## src/rtl/fifo_rd_packer.sv

```systemverilog
// rtl/fifo_rd_packer.sv - FIFO read-side byte-to-word packer with flush (optional FIFO_PACK_TIMEOUT_EN idle flush)
module fifo_rd_packer #(
    parameter int DW      = 8,
    parameter int N       = 4,
    parameter int TIMEOUT = 16,
    localparam int CW     = $clog2(N + 1)
) (
    input  logic            clk,
    input  logic            rst,
    input  logic            clr,
    input  logic            fifo_empty,
    input  logic [DW-1:0]   fifo_dout,
    output logic            fifo_re,
    input  logic            flush,
    output logic [DW*N-1:0] out_data,
    output logic [N-1:0]    out_be,
    output logic            out_valid,
    input  logic            out_ready,
    output logic [CW-1:0]   fill
);

    logic [DW*N-1:0] acc;
    logic [CW-1:0]   cnt;
    logic            pend;
    logic            fp;
    logic [CW:0]     committed;
    logic            slot_free;
    logic            cnt_zero;
    logic            cnt_full;
    logic            do_xfer;
    logic            fp_done;
    logic            flush_req;
    logic [N-1:0]    be_mask;

    // Lanes already landed plus the one in flight; this bounds the read issue.
    assign committed = {1'b0, cnt} + {{CW{1'b0}}, pend};
    assign fifo_re   = !rst && !clr && !fifo_empty && !fp && (committed < (CW+1)'(N));

    assign slot_free = !out_valid || out_ready;
    assign cnt_zero  = (cnt == '0);
    assign cnt_full  = (cnt == CW'(N));
    assign do_xfer   = slot_free && !cnt_zero && (cnt_full || (fp && !pend));
    assign fp_done   = fp && !pend && (cnt_zero || slot_free);
    assign fill      = cnt;

    always_comb begin
        be_mask = '0;
        for (int k = 0; k < N; k++) begin
            be_mask[k] = (CW'(k) < cnt);
        end
    end

`ifdef FIFO_PACK_TIMEOUT_EN
    localparam int TW = $clog2(TIMEOUT + 1);
    logic [TW-1:0] idle_cnt;
    logic          tmo_hit;

    assign tmo_hit   = (idle_cnt == TW'(TIMEOUT));
    assign flush_req = flush || tmo_hit;

    always_ff @(posedge clk) begin
        if (rst || clr || cnt_zero || pend || fp || !fifo_empty) begin
            idle_cnt <= '0;
        end else if (!tmo_hit) begin
            idle_cnt <= idle_cnt + 1'b1;
        end
    end
`else
    assign flush_req = flush;
`endif

    always_ff @(posedge clk) begin
        if (rst || clr) begin
            acc       <= '0;
            cnt       <= '0;
            pend      <= 1'b0;
            fp        <= 1'b0;
            out_data  <= '0;
            out_be    <= '0;
            out_valid <= 1'b0;
        end else begin
            pend <= fifo_re;
            // A landing byte never coincides with a transfer: the issue rule keeps
            // cnt below N while pend is set, and a partial transfer waits for !pend.
            if (do_xfer) begin
                out_data  <= acc;
                out_be    <= be_mask;
                out_valid <= 1'b1;
                acc       <= '0;
                cnt       <= '0;
            end else begin
                if (out_ready) begin
                    out_valid <= 1'b0;
                end
                if (pend) begin
                    acc[int'(cnt)*DW +: DW] <= fifo_dout;
                    cnt                     <= cnt + 1'b1;
                end
            end
            fp <= fp ? !fp_done : flush_req;
        end
    end

endmodule
```

## config.mk

```make
export PLATFORM = sky130hd
export DESIGN_NAME = fifo_rd_packer
export DESIGN_NICKNAME = d
export VERILOG_FILES = /design/src/rtl/fifo_rd_packer.sv
export SDC_FILE = /design/constraint.sdc
export NUM_CORES = 1
export LEC_CHECK = 0
export BUFFER_PORTS_ARGS = -buffer_cell sky130_fd_sc_hd__buf_2
export CORE_MARGIN = 2
export CORE_UTILIZATION = 54
export CTS_CLUSTER_DIAMETER = 50
export CTS_CLUSTER_SIZE = 8
export DETAILED_ROUTE_END_ITERATION = 7
export GPL_ROUTABILITY_DRIVEN = 0
export PLACE_DENSITY = 0.76
export SETUP_SLACK_MARGIN = 0.3
export SYNTH_ARGS = -nofsm -noshare
export SYNTH_HDL_FRONTEND = slang
export SYNTH_SLANG_ARGS = --single-unit
```

## constraint.sdc

```tcl
create_clock -name clk -period 2.55 [get_ports clk]
set_input_delay 0.3825 -clock clk [delete_from_list [all_inputs] [get_ports clk]]
set_output_delay 0.3825 -clock clk [all_outputs]
set_load 0.01 [all_outputs]
```

==> summary.md, run 1 <==
| Metric | Value |
|---|---|
| Critical path arrival | `2290 ps` |
| Residual DRC | `0` |
| Die Y | `76.45 um` |
| Core ar. | `0.005075 mm2` |
| Worst hold margin | `286.9 ps` |
| Htree depth | `3` |
| R2R Path Start | `fill[1]` |
| Skew-Pair Late Insertion Delay | `350 ps` |
| DP Wirelength | `4272 um` |
| Antenna diode count | `0` |
| RSZ-0062 raised after global routing | `false` |
| Layout net count | `405` |
| Dpl ws | `282.6 ps` |
| Max FO, Critical Path | `11` |
| Ys flop type | `dfxtp_1` |
| Startpoint class of the critical path | `flip-flop` |
| CTS clk-pin slew, worst paths | `70 ps` |
| Hold Crit Class | `input pin to flip-flop` |
| VDD IR-drop max | `0.0004719 V` |
| I/O Buffers | `54` |
| Slew at the pin closest to its max-slew limit | `628.1 ps` |
| Setup tns final | `0 ps` |
| Fin crit share | `81.36%` |
| Vias in the first global route | `2171` |
| Area growth syn-to-layout | `18.41%` |
| Cell Area, Synth | `0.002834 mm2` |
| Tot Pwr | `2149 uW` |
| Worst reg2reg endpoint | `acc[7]` |
| Mean post-synth cell area | `8.460 um2` |
| CP peak stage delay | `420 ps` |
| DRT Pass-1 Iters | `4` |
| CTS root buffer | `clkbuf_8` |
| Power Density | `640.4 mW/mm2` |
| Post-synth top area cell | `dfxtp_1` |
| DR vias/cell | `5.318` |
| CP cell instances | `inv_1 > ha_1 > ha_1 > nor4bb_2 > buf_4 > nand2_2 > nand2_2 > a21oi_1` |
| Initial Utilization | `55.84%` |
| Slew headroom | `57.90%` |
| Final setup skew | `7.752 ps` |
| Layout cells sized above 1 | `22.62%` |
| Delay-heaviest family, CP | `adder cells` |
| Fin. max-slew vios | `0` |
| Endpoints failing setup | `0` |
| Commonest non-fill, non-tap cells in the layout | `nand2_1, dfxtp_1, a21oi_1, buf_2, nand3_1` |
| DP Cell Count | `442` |
| First-pass GRT wire length | `10450 um` |
| Reg2Reg Setup Slack | `480 ps` |
| EDFF count, synth | `0` |
| Via count | `2441` |
| Cell Rows | `26` |
| Setup crit start | `fill[1]` |
| Critical path capture point | `acc[7]` |
| Hold_buf cts | `0` |
| Final WS setup | `475.2 ps` |
| Final Hold Fails | `0` |
| Max clock buf depth | `2` |
| FFs w/ async S/R, synth | `0%` |
| Max Cap Violations | `0` |
| Outcome | `complete, no violations` |
| Crit path depth | `8` |
| Sequential share of the synthesized area | `52.27%` |
| Area of the multi-input gates | `0.001234 mm2` |
| Worst EP required | `2760 ps` |
| Distinct cells, synth | `31` |
| WS Path Type | `flip-flop to flip-flop` |
| GRT overflow | `0` |
| Syn_nets | `356` |
| Leak | `0.001259 uW` |
| Final wirelength | `6391 um` |
| DR iter-0 viols | `181` |
| #FFs+latches synth | `74` |
| Num CTS Buffers | `9` |
| Die Wd | `76.45 um` |
| CP Buf/Inv Count | `2` |
| Filler cells | `446` |
| I/O pins | `55` |
| Antenna violations before repair | `0` |
| Register area | `0.001485 mm2` |
| Slowest cell on the critical path | `dfxtp_4` |
| R2R cell count | `8` |
| Syn Inst Count | `335` |
| Final worst path period need | `2075 ps` |
| WL per Instance | `13.92 um` |
| Clock sinks | `74` |
| Largest net degree at the start of global routing | `40` |
| Overall Global Routing Usage | `22.47%` |
| CTS tree | `done` |
| Die area | `0.005844 mm2` |
| Final ANT Viol Nets | `0` |
| Most common cell after layout, fill and taps aside | `nand2_1` |
| Share of the synthesized area in the top cell type | `52.27%` |
| Max Freq | `0.4820 GHz` |
| CP endpoint kind | `flip-flop` |
| Synth area leaders | `dfxtp_1, nand2_1, a21oi_1` |
| YS warnings | `0` |
| Non-filler cells, final | `459` |
worst reg2reg max path: stages, from the launching register on:
cell and delay [ps]:
dfxtp_4 420, inv_1 70, ha_1 210, ha_1 380, nor4bb_2 290, buf_4 200
nand2_2 140, nand2_2 150, a21oi_1 80
logic make-up (layout without fill, tap and decap cells):
group | after synthesis | in the layout | synth area share [%]
XOR/XNOR | 2 | 2 | 0.6182
AND/OR/NAND/NOR | 147 | 147 | 24.24
flip-flops | 74 | 74 | 52.27
multiplexers | 1 | 1 | 0.3532
adder cells (fa/ha/maj) | 7 | 7 | 3.090
buffers and inverters | 28 | 82 | 4.503
AO/OA/AOI/OAI | 76 | 76 | 14.92
sequential cells by signal, indices dropped and copies added (netlist names):
name	flops
out_data	32
fp	1
pend	1
acc	32
fill	3
out_be	4
out_valid	1
Yosys cell counts (4+ instances only):
cell type  number
nand2_1        91
ha_1            7
a22oi_1         8
a21oi_1        59
dfxtp_1        74
buf_2           9
nand4b_1        8
nand3_1        18
nor2_1         17
clkbuf_1       10
inv_1           4
stage by stage:
step	area [um2]	util [%]
after CTS	3344	65.90
after detailed placement	3132	61.71
after global placement	3132	61.71
final	3356	66.12
after global routing	3356	66.12
after floorplan	2834	-
worst min-delay path by stage:
stage	from	end	slack, ps	cells after the start
global placement	out_data[20]	out_data[20]	440	2
CTS	flush	fp	280	3
floorplan	acc[0]	out_data[0]	430	2
global route	flush	fp	340	3
detailed placement	out_data[12]	out_data[12]	440	2
finish	flush	fp	290	3
layout make-up:
class                      count  area share (%)
tap                           70           2.610
inverter                       4          0.4474
multi-input combinational    233           36.76
sequential                    74           44.26
clock inverter                 5           1.566
clock buffer                  11           4.512
timing repair buffer          62           9.843
timing repair:
item                                    CTS  global route
gates resized for setup                   1             3
endpoints found under the setup margin    9             8
buffers inserted                          1             0
pin swaps                                 1             0
metal layers:
metal / GRT usage, % / part of all wire [%] / vias to the layer above
li1: - / - / 1224
met1: 28.53 / 45 / 1123
met2: 35.75 / 47 / 82
met3: 5.569 / 6.0 / 12
met4: 11.09 / 2.0 / 0
met5: 0 / 0 / -
power by group:
part	internal, uW	switching, uW	leakage [uW]	total [uW]
Clock	500	416	0.000105	915
Combinational	22.7	49.3	0.000557	71.9
Sequential	1160	4.39	0.000597	1160
No activity file was read; power rests on OpenSTA's default activity.
==> inputs of run 2 (changes only) <==
--- a/config.mk
+++ b/config.mk
@@ -7,12 +7,12 @@
 export LEC_CHECK = 0
 export BUFFER_PORTS_ARGS = -buffer_cell sky130_fd_sc_hd__buf_2
 export CORE_MARGIN = 2
-export CORE_UTILIZATION = 54
+export CORE_UTILIZATION = 49
 export CTS_CLUSTER_DIAMETER = 50
 export CTS_CLUSTER_SIZE = 8
 export DETAILED_ROUTE_END_ITERATION = 7
 export GPL_ROUTABILITY_DRIVEN = 0
-export PLACE_DENSITY = 0.76
+export PLACE_DENSITY = 0.73
 export SETUP_SLACK_MARGIN = 0.3
 export SYNTH_ARGS = -nofsm -noshare
 export SYNTH_HDL_FRONTEND = slang
==> constraint.sdc (replaced) <==
create_clock -name clk -period 1.7 [get_ports clk]
set_input_delay 0.255 -clock clk [delete_from_list [all_inputs] [get_ports clk]]
set_output_delay 0.255 -clock clk [all_outputs]
set_load 0.01 [all_outputs]
==> summary.md, run 2 (synthesized netlist as in run 1, its figures left out) <==
| Metric | Value |
|---|---|
| CP cell instances | `or4_4 > a31oi_1 > buf_2` |
| Hold Crit Class | `input pin to flip-flop` |
| Met3 Usage GRT | `7.865%` |
| Slew at the pin closest to its max-slew limit | `681.9 ps` |
| Hold_buf cts | `0` |
| GRT overflow | `0` |
| Final worst path period need | `1808 ps` |
| Max clock buf depth | `2` |
| CTS tree | `done` |
| Setup tns final | `-874.5 ps` |
| Layout cells sized above 1 | `66.36%` |
| Leak | `0.001782 uW` |
| Overall Global Routing Usage | `36.02%` |
| Top flop regs | `acc: 32 flops, out_data: 32 flops, out_be: 4 flops` |
| Htree depth | `3` |
| Filler cells | `223` |
| CTS root buffer | `clkbuf_8` |
| VDD IR-drop max | `0.0007847 V` |
| Critical path arrival | `1550 ps` |
| Final setup skew | `7.660 ps` |
| Area of the multi-input gates | `0.001991 mm2` |
| Fin crit share | `106.4%` |
| Final WS setup | `-108.5 ps` |
| R2R Path Start | `fill[0]` |
| Core ar. | `0.005540 mm2` |
| Antenna violations before repair | `0` |
| WS Path Type | `flip-flop to output pin` |
| Hold Path Sink | `fp` |
| DP Cell Count | `452` |
| Num CTS Buffers | `9` |
| Fin. max-slew vios | `0` |
| Worst hold margin | `157.0 ps` |
| RSZ-0062 raised after global routing | `true` |
| DR iter-0 viols | `314` |
| Antenna diode count | `0` |
| Endpoints failing setup | `26` |
| Slew headroom | `54.54%` |
| Die area | `0.006408 mm2` |
| Skew-Pair Late Insertion Delay | `350 ps` |
| Hold path startpoint | `flush` |
| Setup crit start | `fp` |
| Residual DRC | `0` |
| Startpoint class of the critical path | `flip-flop` |
| Final wirelength | `12410 um` |
| Hold depth | `3` |
| Register area | `0.001494 mm2` |
| DRT Pass-1 Iters | `5` |
| First-pass GRT wire length | `16960 um` |
| Power Density | `711.6 mW/mm2` |
| CTS clk-pin slew, worst paths | `80 ps` |
| Slowest cell on the critical path | `or4_4` |
| Via count | `3146` |
| Non-filler cells, final | `509` |
| Vias in the first global route | `3046` |
| DP Wirelength | `4436 um` |
| Met2 global-route usage | `58.42%` |
| R2R cell count | `8` |
| Max FO, Critical Path | `3` |
| CP peak stage delay | `510 ps` |
| Final Hold Fails | `0` |
| CP endpoint kind | `output pin` |
| Reg2Reg Setup Slack | `-110 ps` |
| Layout net count | `454` |
| Largest net degree at the start of global routing | `40` |
| Initial Utilization | `51.15%` |
| Final Util | `88.69%` |
| DR vias/cell | `6.181` |
| Outcome | `complete, but fails checks` |
| Cell Rows | `27` |
| Die Wd | `80.05 um` |
| Most common cell after layout, fill and taps aside | `dfxtp_1` |
| Violated checks | `setup timing` |
| Area growth syn-to-layout | `73.38%` |
| Max Freq | `0.5529 GHz` |
| I/O Buffers | `54` |
| Met1 usage | `43.63%` |
| Die Y | `80.05 um` |
| Max Cap Violations | `0` |
| Gr busiest metal | `met2` |
| Commonest non-fill, non-tap cells in the layout | `dfxtp_1, a21oi_2, buf_2, nand2_1, nand2_4` |
| WL per Instance | `24.37 um` |
| I/O pins | `55` |
| Clock sinks | `74` |
| Worst reg2reg endpoint | `acc[8]` |
| Worst EP required | `1440 ps` |
| Final ANT Viol Nets | `0` |
-- run 2: changes by cell type in the layout (fill, tap and decap cells not counted), moves of 7 or more --
cell,change
a21oi_1,-57
a21oi_2,+56
a22oi_1,-8
a22oi_2,+8
buf_12,+7
buf_16,+12
buf_4,+10
buf_6,+17
nand2_1,-54
nand2_2,+24
nand2_4,+29
nand3_1,-9
nand3_2,+8
nor2_1,-8
-- run 2: how the worst max path moves through the flow --
stage,depth (start not counted),slack [ps],to
after global routing,7,-140,acc[0]
final,3,-110,fifo_re
after detailed placement,7,50,acc[1]
after CTS,3,-20,fifo_re
after global placement,8,100,acc[6]
after floorplan,9,-60,acc[0]
-- run 2: metrics by stage --
step | area, um2 | worst slack, ps | power (uW)
3_3_place_gp | 3271 | 96.59 | 1898
2_1_floorplan | 2958 | -56.12 | 1851
3_5_place_dp | 3271 | 54.88 | 1900
5_1_grt | 4913 | -144.5 | 3551
6_report | 4913 | -108.5 | 3497
4_1_cts | 4674 | -22.49 | 3428
-- run 2: area by class of cell --
cell class | instances | area share (%)
tap | 72 | 1.833
sequential | 74 | 30.40
multi-input combinational | 233 | 40.51
clock inverter | 4 | 0.9931
inverter | 4 | 0.5093
clock buffer | 11 | 3.310
timing repair buffer | 111 | 22.43
-- run 2: worst max-delay path: cells and delay by family, from the launching register on --
family / cells / cell delay, ps
flip-flops: 1 / 330
AO/OA/AOI/OAI: 1 / 180
buffers and inverters: 1 / 170
AND/OR/NAND/NOR: 1 / 510
-- run 2: timing repair --
action	in CTS	in global routing
setup endpoints to repair	73	73
cloned	14	0
pin swaps	106	33
resized for setup	196	42
endpoints found under the hold margin	0	0
setup buffers	22	6
-- run 2: power by group --
part	switching (uW)	leakage [uW]	internal, uW
logic	148	0.00107	114
registers	6.10	0.000599	1730
clock network	698	0.000110	798
total	852	0.00178	2640
-- run 2: metal layers --
metal,vias to the layer above,routed length (um)
li1,1336,-
met1,1500,4803
met2,243,5789
met3,67,1171
met4,0,641
met5,-,0
